## src/rtl/csr_axi_master.sv

```systemverilog
// csr_axi_master: single-outstanding AXI4 master that turns simple register
// read/write requests into single-beat AXI4 transactions. One request in
// flight at a time; each accepted request yields exactly one response.
module csr_axi_master #(
  parameter int ADDR_W = 5,
  parameter int ID_W   = 5,
  parameter int AXI_ID = 0
) (
  input  logic              s_aclk,
  input  logic              s_areset,
  // request side
  input  logic              req_valid,
  output logic              req_ready,
  input  logic              req_write,
  input  logic [ADDR_W-1:0] req_addr,
  input  logic [31:0]       req_wdata,
  input  logic [3:0]        req_wstrb,
  // response side
  output logic              rsp_valid,
  input  logic              rsp_ready,
  output logic [31:0]       rsp_rdata,
  output logic [1:0]        rsp_resp,
  // AW channel
  output logic [ADDR_W-1:0] m_axi_awaddr,
  output logic [ID_W-1:0]   m_axi_awid,
  output logic [7:0]        m_axi_awlen,
  output logic [2:0]        m_axi_awsize,
  output logic [1:0]        m_axi_awburst,
  output logic              m_axi_awvalid,
  input  logic              m_axi_awready,
  // W channel
  output logic [31:0]       m_axi_wdata,
  output logic [3:0]        m_axi_wstrb,
  output logic              m_axi_wlast,
  output logic              m_axi_wvalid,
  input  logic              m_axi_wready,
  // B channel
  input  logic [ID_W-1:0]   m_axi_bid,
  input  logic [1:0]        m_axi_bresp,
  input  logic              m_axi_bvalid,
  output logic              m_axi_bready,
  // AR channel
  output logic [ADDR_W-1:0] m_axi_araddr,
  output logic [ID_W-1:0]   m_axi_arid,
  output logic [7:0]        m_axi_arlen,
  output logic [2:0]        m_axi_arsize,
  output logic [1:0]        m_axi_arburst,
  output logic              m_axi_arvalid,
  input  logic              m_axi_arready,
  // R channel
  input  logic [31:0]       m_axi_rdata,
  input  logic [ID_W-1:0]   m_axi_rid,
  input  logic [1:0]        m_axi_rresp,
  input  logic              m_axi_rlast,
  input  logic              m_axi_rvalid,
  output logic              m_axi_rready
);

  typedef enum logic [2:0] {
    S_IDLE = 3'd0,
    S_WR   = 3'd1,
    S_WB   = 3'd2,
    S_RA   = 3'd3,
    S_RD   = 3'd4,
    S_RSP  = 3'd5
  } state_e;

  localparam logic [ID_W-1:0] ID_C      = ID_W'(AXI_ID);
  localparam logic [1:0]      RESP_SLV  = 2'b10;

  state_e              state_q, state_d;
  logic                awvalid_q, awvalid_d;
  logic                wvalid_q, wvalid_d;
  logic                arvalid_q, arvalid_d;
  logic [ADDR_W-1:0]   addr_q, addr_d;
  logic [31:0]         wdata_q, wdata_d;
  logic [3:0]          wstrb_q, wstrb_d;
  logic [31:0]         rsp_rdata_q, rsp_rdata_d;
  logic [1:0]          rsp_resp_q, rsp_resp_d;
  logic                r_err;

  // Next-state and held-register logic; every output toward AXI or the
  // response side comes from a flop, so no input reaches an output directly.
  always_comb begin
    state_d     = state_q;
    awvalid_d   = awvalid_q;
    wvalid_d    = wvalid_q;
    arvalid_d   = arvalid_q;
    addr_d      = addr_q;
    wdata_d     = wdata_q;
    wstrb_d     = wstrb_q;
    rsp_rdata_d = rsp_rdata_q;
    rsp_resp_d  = rsp_resp_q;
    r_err       = (m_axi_rid != ID_C) || !m_axi_rlast;
    case (state_q)
      S_IDLE: begin
        if (req_valid) begin
          addr_d  = req_addr;
          wdata_d = req_wdata;
          wstrb_d = req_wstrb;
          if (req_write) begin
            awvalid_d = 1'b1;
            wvalid_d  = 1'b1;
            state_d   = S_WR;
          end else begin
            arvalid_d = 1'b1;
            state_d   = S_RA;
          end
        end
      end
      S_WR: begin
        // AW and W retire independently; leave once both are gone
        if (awvalid_q && m_axi_awready) awvalid_d = 1'b0;
        if (wvalid_q && m_axi_wready)   wvalid_d  = 1'b0;
        if (!awvalid_d && !wvalid_d)    state_d   = S_WB;
      end
      S_WB: begin
        if (m_axi_bvalid) begin
          rsp_rdata_d = 32'd0;
          rsp_resp_d  = (m_axi_bid != ID_C) ? RESP_SLV : m_axi_bresp;
          state_d     = S_RSP;
        end
      end
      S_RA: begin
        if (m_axi_arready) begin
          arvalid_d = 1'b0;
          state_d   = S_RD;
        end
      end
      S_RD: begin
        if (m_axi_rvalid) begin
          rsp_rdata_d = r_err ? 32'd0 : m_axi_rdata;
          rsp_resp_d  = r_err ? RESP_SLV : m_axi_rresp;
          state_d     = S_RSP;
        end
      end
      S_RSP: begin
        if (rsp_ready) state_d = S_IDLE;
      end
      default: state_d = S_IDLE;
    endcase
  end

  // State and held registers; reset abandons any in-flight transaction.
  always_ff @(posedge s_aclk) begin
    if (s_areset) begin
      state_q     <= S_IDLE;
      awvalid_q   <= 1'b0;
      wvalid_q    <= 1'b0;
      arvalid_q   <= 1'b0;
      addr_q      <= '0;
      wdata_q     <= '0;
      wstrb_q     <= '0;
      rsp_rdata_q <= '0;
      rsp_resp_q  <= '0;
    end else begin
      state_q     <= state_d;
      awvalid_q   <= awvalid_d;
      wvalid_q    <= wvalid_d;
      arvalid_q   <= arvalid_d;
      addr_q      <= addr_d;
      wdata_q     <= wdata_d;
      wstrb_q     <= wstrb_d;
      rsp_rdata_q <= rsp_rdata_d;
      rsp_resp_q  <= rsp_resp_d;
    end
  end

  assign req_ready     = (state_q == S_IDLE) && !s_areset;
  assign rsp_valid     = (state_q == S_RSP);
  assign rsp_rdata     = rsp_rdata_q;
  assign rsp_resp      = rsp_resp_q;

  assign m_axi_awaddr  = addr_q;
  assign m_axi_awid    = ID_C;
  assign m_axi_awlen   = 8'd0;
  assign m_axi_awsize  = 3'b010;
  assign m_axi_awburst = 2'b01;
  assign m_axi_awvalid = awvalid_q;

  assign m_axi_wdata   = wdata_q;
  assign m_axi_wstrb   = wstrb_q;
  assign m_axi_wlast   = 1'b1;
  assign m_axi_wvalid  = wvalid_q;

  assign m_axi_bready  = (state_q == S_WB);

  assign m_axi_araddr  = addr_q;
  assign m_axi_arid    = ID_C;
  assign m_axi_arlen   = 8'd0;
  assign m_axi_arsize  = 3'b010;
  assign m_axi_arburst = 2'b01;
  assign m_axi_arvalid = arvalid_q;

  assign m_axi_rready  = (state_q == S_RD);

endmodule
```

## config.mk

```make
export PLATFORM = sky130hd
export DESIGN_NAME = csr_axi_master
export DESIGN_NICKNAME = d
export VERILOG_FILES = /design/src/rtl/csr_axi_master.sv
export SDC_FILE = /design/constraint.sdc
export NUM_CORES = 1
export LEC_CHECK = 0
export CORE_MARGIN = 5
export CORE_UTILIZATION = 35
export DETAILED_ROUTE_END_ITERATION = 16
export GPL_ROUTABILITY_DRIVEN = 1
export PLACE_DENSITY = 0.8
export SLEW_MARGIN = 20
export SYNTH_ARGS = -nofsm -noshare
export SYNTH_HDL_FRONTEND = slang
export SYNTH_SLANG_ARGS = --single-unit
```

## constraint.sdc

```tcl
create_clock -name s_aclk -period 2.1 [get_ports s_aclk]
set_input_delay 0.525 -clock s_aclk [delete_from_list [all_inputs] [get_ports s_aclk]]
set_output_delay 0.525 -clock s_aclk [all_outputs]
set_load 0.02 [all_outputs]
```

==> summary.md <==
| Metric | Value |
|---|---|
| Outcome | `finished clean` |
| Reg clk slew, reported paths | `approximately 90 ps` |
| Final Hold Fails | `0` |
| Count of port buffers added during placement | `184` |
| GPL Wtd Cong | `0.834` |
| Flops & latches, synth | `81` |
| Clock insertion delay at the later pin of the skew report | `340 ps` |
| Horizontal die dimension | `106 um` |
| Part of the total power dissipated in combinational logic | `36.6%` |
| Half-perimeter wire length after placement | `7.63 mm` |
| Tightest Pin Transition | `roughly 720 ps` |
| Worst EP required | `roughly 1600 ps` |
| Number of DRC violations after detailed routing | `0` |
| Number of top-level design ports | `between 200 and 250` |
| Post-layout total power | `4.97 mW` |
| Kind of critical path | `reg -> out` |
| H-tree depth | `3` |
| Sort of element at the end of the critical path | `primary output` |
| Async S/R FF share, synth | `0%` |
| Number of placed instances with taps included | `641` |
| Shortest clock period the worst path allows after layout | `1980 ps` |
| Area of the core | `9150 um2` |
| Crit path max-delay cell type | `sky130_fd_sc_hd__dfxtp_2` |
| Post-synthesis simple-gate area fraction | `approximately 17%` |
| Mux contribution to synthesized area | `0.656%` |
| Cell-by-cell listing of the critical path | `nor2b_1, and2_1, dlygate4sd2_1` |
| Worst clock skew | `approximately 13 ps` |
| Final period utilization | `94.5%` |
| Syn avg cell area | `about 8.9 um2` |
| Post-CTS Setup Bufs | `0` |
| Share of final-layout standard cells stronger than drive strength 1 | `6.96%` |
| Detail Route Antenna Nets | `0` |
| Final wirelength | `roughly 9.9 mm` |
| Peak fanout along the critical path | `10` |
| Adder-cell share of the synthesized area | `0%` |
| Main combinational cell family by area after synthesis | `compound AO/OA/AOI/OAI gates` |
| Clock tree sinks | `between 80 and 90` |
| Chip height | `106 um` |
| Flip-flop cell with the highest count after synthesis | `sky130_fd_sc_hd__dfxtp_1` |
| CTS Hold Buffers Added | `0` |
| Synth Area in Compound Gates | `between 10% and 20%` |
| Finished Core Util | `between 50% and 60%` |
| Ratio of total power to cell area | `about 940 nW/um2` |
| Maximum count of clock buffers along a single path | `2` |
| Wire length of the first global-routing pass | `around 15 mm` |
| Critical Path Start Type | `flop` |
| Cell Int Power | `3.26 mW` |
| Total overflow reported by the global router | `0` |
| Clock tree from TritonCTS | `built` |
| Starting Density | `a little over a third` |
| Cell at the root of the clock tree | `sky130_fd_sc_hd__clkbuf_8` |
| Pin count of the biggest net entering global routing | `between 50 and 60` |
| Vias | `3081` |
| Fillcell total | `between 800 and 900` |
| Mapped Area | `3240 um2` |
| Area of all sequential standard cells | `roughly 1600 um2` |
| Number of flops mapped to enable cells by yosys | `0` |
| Area added between synthesis and finish | `62.4%` |
| Count of distinct cell types in the synthesized netlist | `38` |
| Switching power of the nets | `1.71 mW` |
| Mapped Cells | `364` |
| Per-cell routed wire length | `15.0 um` |
| Number of buffers created by CTS | `9` |
| Max incr delay on CP | `430 ps` |
| Clock network fraction of total power | `24.9%` |
| Final max-slew violation count | `0` |
| Headroom to the max-slew limit | `51.8%` |
| LEAKAGE | `roughly 2 nW` |
| Worst supply voltage drop on vdd | `0.477 mV` |
| Reported max-cap violation count | `0` |
| Area of the multi-input gates | `~1300 um2` |
| Sequential cell area fraction in the yosys report | `approximately 50%` |
| TritonRoute pass-1 iters | `4` |
| Part of the power in registers | `38.5%` |
| Fmax | `504 MHz` |
| Total Nets Final | `639` |
| Non-Filler Instances | `657` |
| Sw Share | `34.4%` |
| Worst endpoint data arrival time | `roughly 1500 ps` |
| Number of warnings printed during yosys synthesis | `0` |
| Number of global-route vias before repair | `around 3100` |
| DIE AREA | `roughly 11000 um2` |
| XOR/XNOR share of the synthesized area | `0%` |
| Setup repair after global routing missed its margin | `no` |
| Number of DRC markers after the initial detailed-route iteration | `129` |
| Average vias per placed instance | `roughly 4.7` |
| Tot GR Track Use | `16.7%` |
| Initial antenna violation count | `0` |
| Number of failing setup endpoints in the final timing report | `0` |
| Count of antenna diodes in the layout | `0` |
| Worst hold-check path type | `reg -> reg` |
| Std cell rows | `35` |
| Setup total negative slack | `0 ps` |
==> per-layer routing <==
layer  track usage (%)  part of all wire, %  vias to the layer above
met3              4.01                  6.0                       14
met2              30.5                   53                      122
met1              19.2                   40                     1435
met4              5.27                  1.3                        0
li1                  -                    -                     1510
met5                 0                    0                        -
==> worst max-delay path, delay by kind of cell, from the launching register on <==
kind          cells  cell delay (ps)
buf+inv           1              370
simple gates      2              330
flops             1              430
==> area by class of cell <==
type                       instances  share of cell area, %
inverter                           4                  0.285
clock inverter                     6                   1.73
clock buffer                      10                   2.42
sequential                        81                   30.9
timing repair buffer             197                   36.9
tap                              111                   2.64
multi-input combinational        248                   25.2
==> sequential cells by signal, indices dropped and copies added (netlist names) <==
signal,cells
m_axi_wstrb,4
state_q,3
rsp_rdata,32
m_axi_awvalid,1
m_axi_araddr,5
m_axi_arvalid,1
m_axi_wvalid,1
rsp_resp,2
m_axi_wdata,32
==> timing repair <==
item                       in CTS  in global routing
setup endpoints to repair      36                  0
hold endpoints to repair        0                  0
gates resized for setup         8                  0
==> synthesized netlist by cell type (4+ instances only) <==
library cell                n  area share (%)
sky130_fd_sc_hd__a22o_1    32             8.6
sky130_fd_sc_hd__inv_1      4            0.46
sky130_fd_sc_hd__clkbuf_1  12             1.4
sky130_fd_sc_hd__buf_2     10             1.5
sky130_fd_sc_hd__nand2_1   87              10
sky130_fd_sc_hd__buf_4     42             9.7
sky130_fd_sc_hd__dfxtp_1   81              50
sky130_fd_sc_hd__a21oi_1   48             7.4
==> cell usage in the layout (no fill, tap or decap), types with 2 or more instances in the layout <==
| cell type | n |
|---|---|
| sky130_fd_sc_hd__clkdlybuf4s50_1 | 179 |
| sky130_fd_sc_hd__clkinv_4 | 2 |
| sky130_fd_sc_hd__dlygate4sd2_1 | 4 |
| sky130_fd_sc_hd__a21o_1 | 2 |
| sky130_fd_sc_hd__nor2_1 | 2 |
| sky130_fd_sc_hd__or4_1 | 2 |
| sky130_fd_sc_hd__buf_4 | 12 |
| sky130_fd_sc_hd__a22o_1 | 32 |
| sky130_fd_sc_hd__nand2b_1 | 3 |
| sky130_fd_sc_hd__conb_1 | 37 |
| sky130_fd_sc_hd__inv_1 | 4 |
| sky130_fd_sc_hd__and2_1 | 2 |
| sky130_fd_sc_hd__dfxtp_2 | 3 |
| sky130_fd_sc_hd__o21ai_0 | 3 |
| sky130_fd_sc_hd__nand4_1 | 2 |
| sky130_fd_sc_hd__dfxtp_1 | 78 |
| sky130_fd_sc_hd__clkbuf_8 | 9 |
| sky130_fd_sc_hd__nor2b_1 | 3 |
| sky130_fd_sc_hd__nand3_1 | 3 |
| sky130_fd_sc_hd__nand2_1 | 87 |
| sky130_fd_sc_hd__bufinv_16 | 2 |
| sky130_fd_sc_hd__nand3b_1 | 3 |
| sky130_fd_sc_hd__a21oi_1 | 48 |
==> power by group through the flow <==
stage,Combinational (mW),Clock [mW],Sequential (mW)
floorplan,0.851,0,2.13
global placement,1.80,0,1.93
detailed placement,1.84,0,1.94
CTS,1.83,1.27,1.91
global route,1.96,1.34,1.95
finish,1.82,1.24,1.91
==> path summary, 6_finish.rpt <==
kind                           startpoint                            to  slack [ps]  cells past startpoint
max               state_q[1]$_SDFFE_PP0P_                  m_axi_bready         120                      3
min          m_axi_wdata[19]$_SDFFE_PP0P_  m_axi_wdata[19]$_SDFFE_PP0P_         460                      2
max reg2reg       state_q[2]$_SDFFE_PP0P_       state_q[1]$_SDFFE_PP0P_         380                      5
min reg2reg  m_axi_wdata[19]$_SDFFE_PP0P_  m_axi_wdata[19]$_SDFFE_PP0P_         460                      2
==> through the flow <==
step,instance area (um2),hold slack [ps],setup WS [ps]
global placement,5040,440,-281
finish,5270,455,116
global route,5270,484,1.37
CTS,5270,460,98.7
floorplan,3370,529,52.4
detailed placement,5040,446,-370
==> logic make-up after synthesis <==
group | after synthesis
and+or+nand+nor | 117
AOI/OAI and AO/OA | 92
DFF | 81
buffers and inverters | 70
muxes | 2
other | 2
Note: power is estimated with default switching activity, not from simulation.
